===== config.mk =====
export PLATFORM = sky130hd
export DESIGN_NAME = id_ex_stage_flat
export DESIGN_NICKNAME = d
export VERILOG_FILES = /design/src/rtl/core_pkg.sv /design/src/rtl/id_ex_stage_if.sv /design/src/rtl/hazard_detect.sv /design/src/rtl/id_ex_stage.sv /design/src/flat_wrapper.sv
export SDC_FILE = /design/constraint.sdc
export NUM_CORES = 1
export LEC_CHECK = 0
export ABC_CLOCK_PERIOD_IN_PS = 12350
export CAP_MARGIN = 20
export CORE_ASPECT_RATIO = 0.6
export CORE_MARGIN = 4
export CORE_UTILIZATION = 35
export CTS_CLUSTER_DIAMETER = 150
export DETAILED_ROUTE_END_ITERATION = 8
export DONT_BUFFER_PORTS = 1
export GPL_TIMING_DRIVEN = 0
export PLACE_DENSITY = 0.46
export SLEW_MARGIN = 0
export SYNTH_ARGS = -nofsm -noshare
export SYNTH_HDL_FRONTEND = slang
export SYNTH_HIERARCHICAL = 1
export SYNTH_SLANG_ARGS = --single-unit

===== constraint.sdc =====
create_clock -name clk -period 12.35 [get_ports clk]
set_input_delay 1.8525 -clock clk [delete_from_list [all_inputs] [get_ports clk]]
set_output_delay 1.8525 -clock clk [all_outputs]
set_load 0.05 [all_outputs]

===== src/rtl/core_pkg.sv =====
// Shared definitions for the RV32I core pipeline: datapath widths, ALU and
// operand-select encodings, and the ID/EX pipeline record.
package core_pkg;

  localparam int XLEN = 32;
  localparam int RA_W = 5;

  // ALU operation encodings. ALU_ADD is all-zero so a cleared register reads as ADD.
  localparam logic [3:0] ALU_ADD  = 4'd0;
  localparam logic [3:0] ALU_SUB  = 4'd1;
  localparam logic [3:0] ALU_SLL  = 4'd2;
  localparam logic [3:0] ALU_SLT  = 4'd3;
  localparam logic [3:0] ALU_SLTU = 4'd4;
  localparam logic [3:0] ALU_XOR  = 4'd5;
  localparam logic [3:0] ALU_SRL  = 4'd6;
  localparam logic [3:0] ALU_SRA  = 4'd7;
  localparam logic [3:0] ALU_OR   = 4'd8;
  localparam logic [3:0] ALU_AND  = 4'd9;
  localparam logic [3:0] ALU_LUI  = 4'd10;

  // ALU B-operand select encodings.
  localparam logic [1:0] SRCB_RS2  = 2'd0;
  localparam logic [1:0] SRCB_IMM  = 2'd1;
  localparam logic [1:0] SRCB_FOUR = 2'd2;

  // Everything the execute stage needs, held in one record.
  typedef struct packed {
    logic [3:0]      alu_code;
    logic            alu_src_a;
    logic [1:0]      alu_src_b;
    logic [XLEN-1:0] imm;
    logic [RA_W-1:0] rs1_addr;
    logic [RA_W-1:0] rs2_addr;
    logic [XLEN-1:0] rs1_data;
    logic [XLEN-1:0] rs2_data;
    logic [XLEN-1:0] pc;
    logic [RA_W-1:0] rd_addr;
    logic            reg_write;
    logic            mem_write;
    logic            mem_read;
    logic            mem_to_reg;
    logic            valid;
  } id_ex_t;

  // A bubble is the all-zero record: ADD, no writes, no memory access, invalid.
  localparam id_ex_t ID_EX_BUBBLE = '0;

endpackage


===== src/rtl/id_ex_stage_if.sv =====
// Decode-to-execute bus for the ID/EX pipeline register.
// master: the decode side (drives *_id and the flush), slave: the stage itself.
// Optional counters present when ID_EX_PERF_CNT_EN is defined.
interface id_ex_stage_if
  import core_pkg::*;
  ();

  logic [3:0]      ALUCode_id;
  logic            ALUSrcA_id;
  logic [1:0]      ALUSrcB_id;
  logic [XLEN-1:0] Imm_id;
  logic [RA_W-1:0] rs1Addr_id;
  logic [RA_W-1:0] rs2Addr_id;
  logic            rs1Used_id;
  logic            rs2Used_id;
  logic [XLEN-1:0] rs1Data_id;
  logic [XLEN-1:0] rs2Data_id;
  logic [XLEN-1:0] PC_id;
  logic [RA_W-1:0] rdAddr_id;
  logic            RegWrite_id;
  logic            MemWrite_id;
  logic            MemRead_id;
  logic            MemtoReg_id;
  logic            BranchTaken_ex;

  logic [3:0]      ALUCode_ex;
  logic            ALUSrcA_ex;
  logic [1:0]      ALUSrcB_ex;
  logic [XLEN-1:0] Imm_ex;
  logic [RA_W-1:0] rs1Addr_ex;
  logic [RA_W-1:0] rs2Addr_ex;
  logic [XLEN-1:0] rs1Data_ex;
  logic [XLEN-1:0] rs2Data_ex;
  logic [XLEN-1:0] PC_ex;
  logic [RA_W-1:0] rdAddr_ex;
  logic            RegWrite_ex;
  logic            MemWrite_ex;
  logic            MemRead_ex;
  logic            MemtoReg_ex;
  logic            Valid_ex;
  logic            Stall;
`ifdef ID_EX_PERF_CNT_EN
  logic [31:0]     StallCnt;
  logic [31:0]     FlushCnt;
`endif

  modport master (
    output ALUCode_id, ALUSrcA_id, ALUSrcB_id, Imm_id,
           rs1Addr_id, rs2Addr_id, rs1Used_id, rs2Used_id,
           rs1Data_id, rs2Data_id, PC_id, rdAddr_id,
           RegWrite_id, MemWrite_id, MemRead_id, MemtoReg_id,
           BranchTaken_ex,
    input  ALUCode_ex, ALUSrcA_ex, ALUSrcB_ex, Imm_ex,
           rs1Addr_ex, rs2Addr_ex, rs1Data_ex, rs2Data_ex, PC_ex, rdAddr_ex,
           RegWrite_ex, MemWrite_ex, MemRead_ex, MemtoReg_ex,
           Valid_ex, Stall
`ifdef ID_EX_PERF_CNT_EN
           , StallCnt, FlushCnt
`endif
  );

  modport slave (
    input  ALUCode_id, ALUSrcA_id, ALUSrcB_id, Imm_id,
           rs1Addr_id, rs2Addr_id, rs1Used_id, rs2Used_id,
           rs1Data_id, rs2Data_id, PC_id, rdAddr_id,
           RegWrite_id, MemWrite_id, MemRead_id, MemtoReg_id,
           BranchTaken_ex,
    output ALUCode_ex, ALUSrcA_ex, ALUSrcB_ex, Imm_ex,
           rs1Addr_ex, rs2Addr_ex, rs1Data_ex, rs2Data_ex, PC_ex, rdAddr_ex,
           RegWrite_ex, MemWrite_ex, MemRead_ex, MemtoReg_ex,
           Valid_ex, Stall
`ifdef ID_EX_PERF_CNT_EN
           , StallCnt, FlushCnt
`endif
  );

endinterface


===== src/rtl/hazard_detect.sv =====
// Load-use hazard detector: flags when the instruction in ID reads the
// register a load currently in EX is about to write. x0 never conflicts.
module hazard_detect
  import core_pkg::*;
(
  input  logic [RA_W-1:0] rs1_addr_i,
  input  logic [RA_W-1:0] rs2_addr_i,
  input  logic            rs1_used_i,
  input  logic            rs2_used_i,
  input  logic [RA_W-1:0] rd_addr_ex_i,
  input  logic            mem_read_ex_i,
  input  logic            valid_ex_i,
  output logic            hazard_o
);

  logic load_in_ex;
  logic rs1_match;
  logic rs2_match;

  assign load_in_ex = mem_read_ex_i & valid_ex_i & (rd_addr_ex_i != '0);
  assign rs1_match  = rs1_used_i & (rs1_addr_i == rd_addr_ex_i);
  assign rs2_match  = rs2_used_i & (rs2_addr_i == rd_addr_ex_i);
  // A double match is still one hazard, hence a single stall cycle.
  assign hazard_o   = load_in_ex & (rs1_match | rs2_match);

endmodule


===== src/rtl/id_ex_stage.sv =====
// ID/EX pipeline register for the 5-stage RV32I core. Captures decode
// controls/operands, inserts bubbles on load-use hazards and on taken
// control transfers, and raises Stall to hold PC and IF/ID.
// Optional stall/flush counters enabled by defining ID_EX_PERF_CNT_EN.
module id_ex_stage
  import core_pkg::*;
(
  input  logic         clk,
  input  logic         reset,
  id_ex_stage_if.slave bus
);

  logic   hazard;
  id_ex_t ex_d;
  id_ex_t ex_q;
  id_ex_t id_rec;

  hazard_detect u_hazard_detect (
    .rs1_addr_i    (bus.rs1Addr_id),
    .rs2_addr_i    (bus.rs2Addr_id),
    .rs1_used_i    (bus.rs1Used_id),
    .rs2_used_i    (bus.rs2Used_id),
    .rd_addr_ex_i  (ex_q.rd_addr),
    .mem_read_ex_i (ex_q.mem_read),
    .valid_ex_i    (ex_q.valid),
    .hazard_o      (hazard)
  );

  // A taken branch kills the ID instruction, so holding it would be pointless.
  assign bus.Stall = hazard & ~bus.BranchTaken_ex;

  // Select next EX contents: flush and hazard both load a bubble, else capture ID.
  always_comb begin
    id_rec            = ID_EX_BUBBLE;
    id_rec.alu_code   = bus.ALUCode_id;
    id_rec.alu_src_a  = bus.ALUSrcA_id;
    id_rec.alu_src_b  = bus.ALUSrcB_id;
    id_rec.imm        = bus.Imm_id;
    id_rec.rs1_addr   = bus.rs1Addr_id;
    id_rec.rs2_addr   = bus.rs2Addr_id;
    id_rec.rs1_data   = bus.rs1Data_id;
    id_rec.rs2_data   = bus.rs2Data_id;
    id_rec.pc         = bus.PC_id;
    id_rec.rd_addr    = bus.rdAddr_id;
    id_rec.reg_write  = bus.RegWrite_id;
    id_rec.mem_write  = bus.MemWrite_id;
    id_rec.mem_read   = bus.MemRead_id;
    id_rec.mem_to_reg = bus.MemtoReg_id;
    id_rec.valid      = 1'b1;

    ex_d = id_rec;
    if (bus.BranchTaken_ex || hazard) begin
      ex_d = ID_EX_BUBBLE;
    end
  end

  // Pipeline register; reset forces a bubble immediately.
  always_ff @(posedge clk or posedge reset) begin
    if (reset) begin
      ex_q <= ID_EX_BUBBLE;
    end else begin
      ex_q <= ex_d;
    end
  end

  assign bus.ALUCode_ex  = ex_q.alu_code;
  assign bus.ALUSrcA_ex  = ex_q.alu_src_a;
  assign bus.ALUSrcB_ex  = ex_q.alu_src_b;
  assign bus.Imm_ex      = ex_q.imm;
  assign bus.rs1Addr_ex  = ex_q.rs1_addr;
  assign bus.rs2Addr_ex  = ex_q.rs2_addr;
  assign bus.rs1Data_ex  = ex_q.rs1_data;
  assign bus.rs2Data_ex  = ex_q.rs2_data;
  assign bus.PC_ex       = ex_q.pc;
  assign bus.rdAddr_ex   = ex_q.rd_addr;
  assign bus.RegWrite_ex = ex_q.reg_write;
  assign bus.MemWrite_ex = ex_q.mem_write;
  assign bus.MemRead_ex  = ex_q.mem_read;
  assign bus.MemtoReg_ex = ex_q.mem_to_reg;
  assign bus.Valid_ex    = ex_q.valid;

`ifdef ID_EX_PERF_CNT_EN
  logic [31:0] stall_cnt_q;
  logic [31:0] stall_cnt_d;
  logic [31:0] flush_cnt_q;
  logic [31:0] flush_cnt_d;

  // Event counters; plain unsigned addition wraps naturally at 2^32.
  always_comb begin
    stall_cnt_d = stall_cnt_q;
    flush_cnt_d = flush_cnt_q;
    if (bus.Stall)          stall_cnt_d = stall_cnt_q + 32'd1;
    if (bus.BranchTaken_ex) flush_cnt_d = flush_cnt_q + 32'd1;
  end

  // Counter registers.
  always_ff @(posedge clk or posedge reset) begin
    if (reset) begin
      stall_cnt_q <= '0;
      flush_cnt_q <= '0;
    end else begin
      stall_cnt_q <= stall_cnt_d;
      flush_cnt_q <= flush_cnt_d;
    end
  end

  assign bus.StallCnt = stall_cnt_q;
  assign bus.FlushCnt = flush_cnt_q;
`endif

endmodule


===== src/flat_wrapper.sv =====
// flat-port wrapper written by rule: the top's interface ports become plain ports
module id_ex_stage_flat import core_pkg::*;
  (clk, reset, bus_ALUCode_id, bus_ALUSrcA_id, bus_ALUSrcB_id, bus_Imm_id, bus_rs1Addr_id, bus_rs2Addr_id, bus_rs1Used_id, bus_rs2Used_id, bus_rs1Data_id, bus_rs2Data_id, bus_PC_id, bus_rdAddr_id, bus_RegWrite_id, bus_MemWrite_id, bus_MemRead_id, bus_MemtoReg_id, bus_BranchTaken_ex, bus_ALUCode_ex, bus_ALUSrcA_ex, bus_ALUSrcB_ex, bus_Imm_ex, bus_rs1Addr_ex, bus_rs2Addr_ex, bus_rs1Data_ex, bus_rs2Data_ex, bus_PC_ex, bus_rdAddr_ex, bus_RegWrite_ex, bus_MemWrite_ex, bus_MemRead_ex, bus_MemtoReg_ex, bus_Valid_ex, bus_Stall);
  id_ex_stage_if bus_i ();
  input  logic clk;
  input  logic reset;
  input wire logic [$bits(bus_i.ALUCode_id)-1:0] bus_ALUCode_id;
  input wire logic [$bits(bus_i.ALUSrcA_id)-1:0] bus_ALUSrcA_id;
  input wire logic [$bits(bus_i.ALUSrcB_id)-1:0] bus_ALUSrcB_id;
  input wire logic [$bits(bus_i.Imm_id)-1:0] bus_Imm_id;
  input wire logic [$bits(bus_i.rs1Addr_id)-1:0] bus_rs1Addr_id;
  input wire logic [$bits(bus_i.rs2Addr_id)-1:0] bus_rs2Addr_id;
  input wire logic [$bits(bus_i.rs1Used_id)-1:0] bus_rs1Used_id;
  input wire logic [$bits(bus_i.rs2Used_id)-1:0] bus_rs2Used_id;
  input wire logic [$bits(bus_i.rs1Data_id)-1:0] bus_rs1Data_id;
  input wire logic [$bits(bus_i.rs2Data_id)-1:0] bus_rs2Data_id;
  input wire logic [$bits(bus_i.PC_id)-1:0] bus_PC_id;
  input wire logic [$bits(bus_i.rdAddr_id)-1:0] bus_rdAddr_id;
  input wire logic [$bits(bus_i.RegWrite_id)-1:0] bus_RegWrite_id;
  input wire logic [$bits(bus_i.MemWrite_id)-1:0] bus_MemWrite_id;
  input wire logic [$bits(bus_i.MemRead_id)-1:0] bus_MemRead_id;
  input wire logic [$bits(bus_i.MemtoReg_id)-1:0] bus_MemtoReg_id;
  input wire logic [$bits(bus_i.BranchTaken_ex)-1:0] bus_BranchTaken_ex;
  output wire logic [$bits(bus_i.ALUCode_ex)-1:0] bus_ALUCode_ex;
  output wire logic [$bits(bus_i.ALUSrcA_ex)-1:0] bus_ALUSrcA_ex;
  output wire logic [$bits(bus_i.ALUSrcB_ex)-1:0] bus_ALUSrcB_ex;
  output wire logic [$bits(bus_i.Imm_ex)-1:0] bus_Imm_ex;
  output wire logic [$bits(bus_i.rs1Addr_ex)-1:0] bus_rs1Addr_ex;
  output wire logic [$bits(bus_i.rs2Addr_ex)-1:0] bus_rs2Addr_ex;
  output wire logic [$bits(bus_i.rs1Data_ex)-1:0] bus_rs1Data_ex;
  output wire logic [$bits(bus_i.rs2Data_ex)-1:0] bus_rs2Data_ex;
  output wire logic [$bits(bus_i.PC_ex)-1:0] bus_PC_ex;
  output wire logic [$bits(bus_i.rdAddr_ex)-1:0] bus_rdAddr_ex;
  output wire logic [$bits(bus_i.RegWrite_ex)-1:0] bus_RegWrite_ex;
  output wire logic [$bits(bus_i.MemWrite_ex)-1:0] bus_MemWrite_ex;
  output wire logic [$bits(bus_i.MemRead_ex)-1:0] bus_MemRead_ex;
  output wire logic [$bits(bus_i.MemtoReg_ex)-1:0] bus_MemtoReg_ex;
  output wire logic [$bits(bus_i.Valid_ex)-1:0] bus_Valid_ex;
  output wire logic [$bits(bus_i.Stall)-1:0] bus_Stall;
  assign bus_i.ALUCode_id = bus_ALUCode_id;
  assign bus_i.ALUSrcA_id = bus_ALUSrcA_id;
  assign bus_i.ALUSrcB_id = bus_ALUSrcB_id;
  assign bus_i.Imm_id = bus_Imm_id;
  assign bus_i.rs1Addr_id = bus_rs1Addr_id;
  assign bus_i.rs2Addr_id = bus_rs2Addr_id;
  assign bus_i.rs1Used_id = bus_rs1Used_id;
  assign bus_i.rs2Used_id = bus_rs2Used_id;
  assign bus_i.rs1Data_id = bus_rs1Data_id;
  assign bus_i.rs2Data_id = bus_rs2Data_id;
  assign bus_i.PC_id = bus_PC_id;
  assign bus_i.rdAddr_id = bus_rdAddr_id;
  assign bus_i.RegWrite_id = bus_RegWrite_id;
  assign bus_i.MemWrite_id = bus_MemWrite_id;
  assign bus_i.MemRead_id = bus_MemRead_id;
  assign bus_i.MemtoReg_id = bus_MemtoReg_id;
  assign bus_i.BranchTaken_ex = bus_BranchTaken_ex;
  assign bus_ALUCode_ex = bus_i.ALUCode_ex;
  assign bus_ALUSrcA_ex = bus_i.ALUSrcA_ex;
  assign bus_ALUSrcB_ex = bus_i.ALUSrcB_ex;
  assign bus_Imm_ex = bus_i.Imm_ex;
  assign bus_rs1Addr_ex = bus_i.rs1Addr_ex;
  assign bus_rs2Addr_ex = bus_i.rs2Addr_ex;
  assign bus_rs1Data_ex = bus_i.rs1Data_ex;
  assign bus_rs2Data_ex = bus_i.rs2Data_ex;
  assign bus_PC_ex = bus_i.PC_ex;
  assign bus_rdAddr_ex = bus_i.rdAddr_ex;
  assign bus_RegWrite_ex = bus_i.RegWrite_ex;
  assign bus_MemWrite_ex = bus_i.MemWrite_ex;
  assign bus_MemRead_ex = bus_i.MemRead_ex;
  assign bus_MemtoReg_ex = bus_i.MemtoReg_ex;
  assign bus_Valid_ex = bus_i.Valid_ex;
  assign bus_Stall = bus_i.Stall;
  id_ex_stage u_core (.clk(clk), .reset(reset), .bus(bus_i));
endmodule

==> impl_summary.log, run 1 <==
INFO  metric status = complete, no violations
INFO  metric cp-end-kind = output port
INFO  metric worst_slew_pin_slew = 0.979 ns
INFO  metric post_drt_via_cell_ratio = 4.99
INFO  metric fraction_of_the_mapped_netlist_area_in_compound_gates = 0.00314
INFO  metric tcrit_tclk_final = 0.466
INFO  metric post-synth-top-area-cell = sky130_fd_sc_hd__dfrtp_1
INFO  metric synth.most_common_cell = sky130_fd_sc_hd__dfrtp_1
INFO  metric clk_pin_slew_worst_paths = around 0.060 ns
INFO  metric yosys-mux-area-fraction = 0
INFO  metric synth_nets = 522
INFO  metric grt.met2_usage = 0.263
INFO  metric gp_congestion = 0.770
INFO  metric synthesis.yosys.warnings = 6
INFO  metric cts_max_level = 4
INFO  metric synth.top_cell.area_share = 0.695
INFO  metric initial_utilization = 0.361
INFO  metric dieArea = 18100 um2
INFO  metric final_core_util = 0.424
INFO  metric setup-violations-final = 0
INFO  metric rsz0062_at_grt = false
INFO  metric synthesis.area = 5580 um2
INFO  metric design_area_final = about 6600 um2
INFO  metric rows = 35
INFO  metric total_leakage_power = about 0.0029 uW
INFO  metric postCtsSetupBuffers = 0
INFO  metric yosys.cell_types.count = 17
INFO  metric clk-insertion-delay-late = 0.40 ns
INFO  metric total_wirelength = 14600 um
INFO  metric multi_input_comb_area = 1400 um2
INFO  metric placed_area = 5860 um2
INFO  metric post_cts.resized_instances = 0
INFO  metric timing.hold.worst.start = u_core/bus.MemRead_ex$_DFF_PP0_
INFO  metric synth-edff-count = 0
INFO  metric routed_len_inst = 24.4 um
INFO  metric synth-seq-cells = 155
INFO  metric detailed_route_iter0_violations = 139
INFO  metric whs_endpoint = u_core/bus.MemRead_ex$_DFF_PP0_
INFO  metric fin_nets = 542
INFO  metric grt.met1_usage = 0.175
INFO  metric detailroute.via_count = 2994
INFO  metric clock_sink_count = 155
INFO  metric grt_overflow = 0
INFO  metric die_w = 171 um
INFO  metric synth-async-reset-ratio = 1.00
INFO  metric hold_buffers = 0
INFO  metric grt_first_pass_wirelength = 21200 um
INFO  metric maximum_frequency_from_static_timing_analysis = 174 MHz
INFO  metric reg2reg_slack = around 9.9 ns
INFO  metric cp_max_fo = 10
INFO  metric port-buffer-count = 0
INFO  metric worst_r2r_endpoint = u_core/bus.rdAddr_ex[2]$_DFF_PP0_
INFO  metric critPathLaunch = bus_rs1Addr_id[0]
INFO  metric combined_flip_flop_and_latch_cell_area = between 3000 and 4000 um2
INFO  metric drt_drc_violations_left = 0
INFO  metric synth-simple-area-share = 0.232
INFO  metric ratio_of_cells_with_drive_above_1_in_the_final_layout = 0.217
INFO  metric period_needed = 5.75 ns
INFO  metric combinational_family_with_the_most_area_after_synthesis = simple AND/OR/NAND/NOR gates
INFO  metric groute.layer.met3.usage = 0.0858
INFO  metric drt_pass1_iterations = 4
INFO  metric timing.rr.start = u_core/bus.rdAddr_ex[0]$_DFF_PP0_
INFO  metric clock-skew-final = 0.00748 ns
INFO  metric ys_top_cells_by_count = sky130_fd_sc_hd__dfrtp_1, sky130_fd_sc_hd__nor3b_1, sky130_fd_sc_hd__nor3b_2
INFO  metric worst-setup-path-type = in -> out
INFO  metric synthesized_area_divided_by_synthesized_cell_count = 15.4 um2
INFO  metric globalRouteTotalUtil = 0.158
INFO  metric aggregate_negative_setup_slack = 0 ns
INFO  metric netlist_top_cells_area = sky130_fd_sc_hd__dfrtp_1, sky130_fd_sc_hd__nor3b_1, sky130_fd_sc_hd__nor3b_2
INFO  metric synth-xor-area-share = 0.0157
INFO  metric global_route_layer_with_the_greatest_usage = met2
INFO  metric startpoint_type = primary input
INFO  metric synthToLayoutAreaGrowth = 17.5%
INFO  metric syn-instance-count = 363
INFO  metric die-height = 106 um
INFO  metric cts_tree = done
INFO  metric clk_root_buffer_cell = sky130_fd_sc_hd__clkbuf_16
INFO  metric max-vdd-ir-drop = 0.0824 mV
INFO  metric r2r.worst_path.cells = 6
INFO  metric post_synthesis_adder_cell_area_fraction = 0
INFO  metric cp.required = 10.50 ns
INFO  metric pin_count_of_the_biggest_net_entering_global_routing = between 80 and 90
INFO  metric timing.final.hold_violations = 0
INFO  metric vias_in_the_first_global_route = 3355
INFO  metric numCtsBuffers = 17
INFO  metric maxCapViolCount = 0
INFO  metric min_path_cells = 4
INFO  metric antenna_found_initial = 1
INFO  metric timing.hold.worst.class = reg -> reg
INFO  metric synthFlopType = sky130_fd_sc_hd__dfrtp_1
INFO  metric worst-endpoint-arrival = 3.90 ns
INFO  metric antenna_violating_nets_post_route = 0
INFO  metric slew_headroom = 0.346
INFO  metric yosysSeqAreaShare = 0.695
INFO  metric power_per_unit_of_standard_cell_area = 198 nW/um2
INFO  metric slew_limit_fails = 0
INFO  metric floorplan.io_pins = 315
INFO  metric fill_cells = 1399
INFO  metric placeableCoreArea = 15500 um2
INFO  metric detailedPlacementHpwl = 10800 um
INFO  metric cts_buffer_depth = 2
cells by family (layout without fill, tap and decap cells):
| logic type | after synthesis | after routing |
|---|---|---|
| and+or+nand+nor | 161 | 161 |
| AOI/OAI and AO/OA | 2 | 2 |
| buffers and inverters | 35 | 68 |
| xor gates and xnor gates | 10 | 10 |
| DFF | 155 | 155 |
| other | 0 | 1 |
routing by layer:
| layer | up-vias | wire, um |
|---|---|---|
| met3 | 15 | 1780 |
| met4 | 0 | 203 |
| met1 | 1522 | 5280 |
| met5 | - | 0 |
| met2 | 177 | 7360 |
| li1 | 1280 | - |
worst max-delay path, stage by stage:
cell and delay, ns:
sky130_fd_sc_hd__xor2_1 0.14, sky130_fd_sc_hd__nor4_1 0.40, sky130_fd_sc_hd__nand3_1 0.13, sky130_fd_sc_hd__a21oi_1 0.36, sky130_fd_sc_hd__buf_6 0.22, sky130_fd_sc_hd__nor2b_1 0.79
stage by stage:
step | power (uW) | setup WS, ns | hold WS [ns] | instances
floorplan | 687 | 6.32 | 1.11 | 363
global placement | 704 | 4.80 | 1.24 | 566
detailed placement | 706 | 6.59 | 1.25 | 567
CTS | 1310 | 6.59 | 1.27 | 599
global route | 1340 | 6.47 | 1.33 | 600
finish | 1300 | 6.60 | 1.26 | 600
layout make-up:
cell class              instances  area share
clock inverters                12      0.0355
well taps                     203      0.0387
multi-input cells             173       0.214
flip-flops and latches        155       0.592
diodes                          1    0.000382
repair buffers                  1     0.00420
inverters                       1     0.00134
plain buffers                  34      0.0448
clock buffers                  20      0.0697
registers in the layout (all words and copies together), names as in the netlist, 2 cells and up:
name and flops:
u_core/bus.Imm_ex 32, u_core/bus.PC_ex 32, u_core/bus.rs1Data_ex 32, u_core/bus.rs2Data_ex 32
u_core/bus.rdAddr_ex 5, u_core/bus.rs1Addr_ex 5, u_core/bus.rs2Addr_ex 5, u_core/bus.ALUCode_ex 4
u_core/bus.ALUSrcB_ex 2
worst max-delay path by stage:
stage	endpoint	slack, ns	cells after the start
final	bus_Stall	6.60	6
after global routing	bus_Stall	6.47	6
after CTS	bus_Stall	6.59	6
after detailed placement	bus_Stall	6.59	6
after global placement	u_core/bus.rs2Data_ex[6]$_DFF_PP0_	4.80	1
after floorplan	u_core/bus.ALUCode_ex[0]$_DFF_PP0_	6.32	1
layout by cell type (no fill, tap or decap), drive strengths merged:
master	instances
xor2	8
nand3	2
bufinv	6
xnor2	2
clkinvlp	2
diode	1
nor4	2
a21oi	1
nor2	1
inv	5
clkbuf	22
dfrtp	155
nor3b	154
nor2b	1
buf	33
or4	1
o211ai	1
power breakdown:
part	switching (uW)	total [uW]	internal, uW	leakage [uW]
registers	112	644	532	0.00200
logic	27.5	49.5	22.0	0.000552
clock network	208	602	394	0.000330
Power figures use the tool's default switching activity.
==> run 2, diff against run 1 <==
- ABC_CLOCK_PERIOD_IN_PS: 12350 -> 5300
- clock period: 12.35 -> 5.3 ns (I/O delays scaled with it)
==> results of run 2 <==
Same layout as run 1 (identical final DEF). Status: complete, no violations.
Among the figures that moved: setup slack after placement 6.59 ns -> 1.66 ns; setup slack after layout 6.60 ns -> 1.31 ns; hold slack 1.26 ns -> 0.329 ns; start point of the critical path bus_rs1Addr_id[0] -> u_core/bus.rdAddr_ex[0]$_DFF_PP0_; register-to-register setup slack 9.88 ns -> 2.83 ns; total power 1300 uW -> 3020 uW; worst IR drop on VDD 0.0824 mV -> 0.192 mV
==> run 3, diff against run 2 <==
- ABC_CLOCK_PERIOD_IN_PS: 5300 -> 4200
- clock period: 5.3 -> 4.2 ns (I/O delays scaled with it)
==> impl_summary.log, run 3 (same netlist as run 1, synthesis figures left out) <==
INFO  metric worst-endpoint-arrival = 3.21 ns (was 3.19 ns)
INFO  metric placeableCoreArea = 15500 um2 (unchanged)
INFO  metric rsz0062_at_grt = false (unchanged)
INFO  metric post_cts.resized_instances = 0 (unchanged)
INFO  metric max-vdd-ir-drop = 0.288 mV (was 0.192 mV)
INFO  metric antenna_found_initial = 2 (was 1)
INFO  metric period_needed = 3.84 ns
INFO  metric vias_in_the_first_global_route = 3361 (was 3355)
INFO  metric initial_utilization = 0.361 (unchanged)
INFO  metric aggregate_negative_setup_slack = 0 ns (unchanged)
INFO  metric dieArea = 18100 um2 (unchanged)
INFO  metric synthToLayoutAreaGrowth = 17.0% (was 17.5%)
INFO  metric detailroute.via_count = 2978 (was 2994)
INFO  metric gp_congestion = 0.735 (was 0.770)
INFO  metric timing.final.hold_violations = 0 (unchanged)
INFO  metric startpoint_type = flip-flop (unchanged)
INFO  metric postCtsSetupBuffers = 0 (unchanged)
INFO  metric grt_first_pass_wirelength = 21300 um (was 21200 um)
INFO  metric port-buffer-count = 0 (unchanged)
INFO  metric worst-setup-path-type = reg -> out (unchanged)
INFO  metric globalRouteTotalUtil = 0.159 (was 0.158)
INFO  metric ratio_of_cells_with_drive_above_1_in_the_final_layout = 0.219 (was 0.217)
INFO  metric worst_slew_pin_slew = 0.956 ns (was 0.979 ns)
INFO  metric r2r.worst_path.cells = 6 (unchanged)
INFO  metric drt_pass1_iterations = 4 (unchanged)
INFO  metric slew_headroom = 0.361 (was 0.346)
INFO  metric post_drt_via_cell_ratio = 4.96 (was 4.99)
INFO  metric grt_overflow = 0 (unchanged)
INFO  metric timing.rr.start = u_core/bus.rdAddr_ex[3]$_DFF_PP0_ (was u_core/bus.rdAddr_ex[0]$_DFF_PP0_)
INFO  metric cts_tree = done (unchanged)
INFO  metric finalHoldWorstSlack = 0.268 ns (was 0.329 ns)
INFO  metric fin_nets = 544 (was 542)
INFO  metric maxCapViolCount = 0 (unchanged)
INFO  metric drt_drc_violations_left = 0 (unchanged)
INFO  metric detailedPlacementHpwl = 11100 um (was 10800 um)
INFO  metric mostFrequentLayoutCells = sky130_fd_sc_hd__dfrtp_1, sky130_fd_sc_hd__nor3b_1, sky130_fd_sc_hd__nor3b_2 (unchanged)
INFO  metric numCtsBuffers = 17 (unchanged)
INFO  metric cp-end-kind = output port (unchanged)
INFO  metric detailed_route_iter0_violations = 130 (was 139)
INFO  metric setup-violations-final = 0 (unchanged)
INFO  metric cts_max_level = 4 (unchanged)
INFO  metric fill_cells = 1410 (was 1399)
INFO  metric clk_pin_slew_worst_paths = 0.06 ns (about the same)
INFO  metric final_core_util = 0.422 (was 0.424)
INFO  metric pin_count_of_the_biggest_net_entering_global_routing = 44 (was 86)
INFO  metric floorplan.io_pins = 315 (unchanged)
INFO  metric routed_len_inst = 24.2 um (was 24.4 um)
INFO  metric cp.required = 3.57 ns (was 4.51 ns)
INFO  metric maximum_frequency_from_static_timing_analysis = 260 MHz
INFO  metric timing.hold.worst.class = in -> async (unchanged)
INFO  metric commonest_non_fill_non_tap_cell_in_the_layout = sky130_fd_sc_hd__dfrtp_1 (unchanged)
INFO  metric num_antenna_cells = 0 (was 1)
INFO  metric clk_root_buffer_cell = sky130_fd_sc_hd__clkbuf_16 (unchanged)
INFO  metric total_wirelength = 14500 um (was 14600 um)
INFO  metric rows = 35 (unchanged)
INFO  metric worst_r2r_endpoint = u_core/bus.rdAddr_ex[2]$_DFF_PP0_ (unchanged)
INFO  metric slew_limit_fails = 0 (unchanged)
INFO  metric total_leakage_power = 0.00286 uW (was 0.00288 uW)
INFO  metric reg2reg_slack = 1.71 ns (was 2.83 ns)
INFO  metric tcrit_tclk_final = 0.915
INFO  metric cts_buffer_depth = 2 (unchanged)
INFO  metric cp_max_fo = 10 (unchanged)
INFO  metric clock-skew-final = 0.0106 ns (was 0.00748 ns)
INFO  metric clk-insertion-delay-late = 0.40 ns (about the same)
INFO  metric die-height = 106 um (unchanged)
INFO  metric hold_buffers = 0 (unchanged)
INFO  metric antenna_violating_nets_post_route = 0 (unchanged)
INFO  metric status = complete, no violations (unchanged)
INFO  metric die_w = 171 um (unchanged)
INFO  metric power_per_unit_of_standard_cell_area = 562 nW/um2 (was 461 nW/um2)
INFO  metric clock_sink_count = 155 (unchanged)
## run 3: stage by stage
| stage | worst slack [ns] | instances | instance area, um2 | total power (uW) |
|---|---|---|---|---|
| after floorplan | 1.22 | 363 | 5580 | 2020 |
| after global placement | 0.742 | 566 | 5840 | 2070 |
| after detailed placement | 0.758 | 569 | 5900 | 2080 |
| after CTS | 0.312 | 600 | 6530 | 3720 |
| after global routing | 0.165 | 600 | 6530 | 3820 |
| final | 0.358 | 600 | 6530 | 3670 |
## run 3: critical path: stages (launching register included)
cell and delay (ns):
sky130_fd_sc_hd__dfrtp_1 0.77, sky130_fd_sc_hd__xor2_1 0.15, sky130_fd_sc_hd__nor4_1 0.42, sky130_fd_sc_hd__nand3_1 0.13, sky130_fd_sc_hd__a21oi_1 0.35, sky130_fd_sc_hd__buf_6 0.21
sky130_fd_sc_hd__nor2b_1 0.77
## run 3: worst max-delay path by stage
stage                                                 start         to  slack, ns  cells past startpoint
after CTS                 u_core/bus.rdAddr_ex[0]$_DFF_PP0_  bus_Stall       0.31                      6
after floorplan           u_core/bus.rdAddr_ex[4]$_DFF_PP0_  bus_Stall       1.22                      6
after detailed placement  u_core/bus.rdAddr_ex[3]$_DFF_PP0_  bus_Stall       0.76                      6
final                     u_core/bus.rdAddr_ex[3]$_DFF_PP0_  bus_Stall       0.36                      6
after global routing      u_core/bus.rdAddr_ex[4]$_DFF_PP0_  bus_Stall       0.17                      6
after global placement    u_core/bus.rdAddr_ex[0]$_DFF_PP0_  bus_Stall       0.74                      6
## run 3: cell type report
class | count | area (um2) | share of cell area
flip-flops and latches | 155 | 3880 | 0.594
multi-input cells | 173 | 1400 | 0.215
clock buffers | 19 | 443 | 0.0679
plain buffers | 34 | 294 | 0.0451
well taps | 203 | 254 | 0.0389
clock inverters | 12 | 186 | 0.0286
repair buffers | 3 | 60.1 | 0.00920
inverters | 1 | 7.51 | 0.00115
## run 3: power breakdown
part           switching [uW]  leakage (uW)  internal (uW)
registers                 329       0.00200           1570
logic                    81.7      0.000563           67.6
clock network             606      0.000297           1020
## run 3: layer usage
metal | up-vias | part of all wire | routed length [um] | GRT usage
li1 | 1287 | - | - | -
met3 | 13 | 0.14 | 2000 | 0.0956
met1 | 1510 | 0.35 | 5050 | 0.170
met4 | 2 | 0.0094 | 137 | 0.0452
met5 | - | 0.00089 | 13 | 0
met2 | 166 | 0.50 | 7330 | 0.264
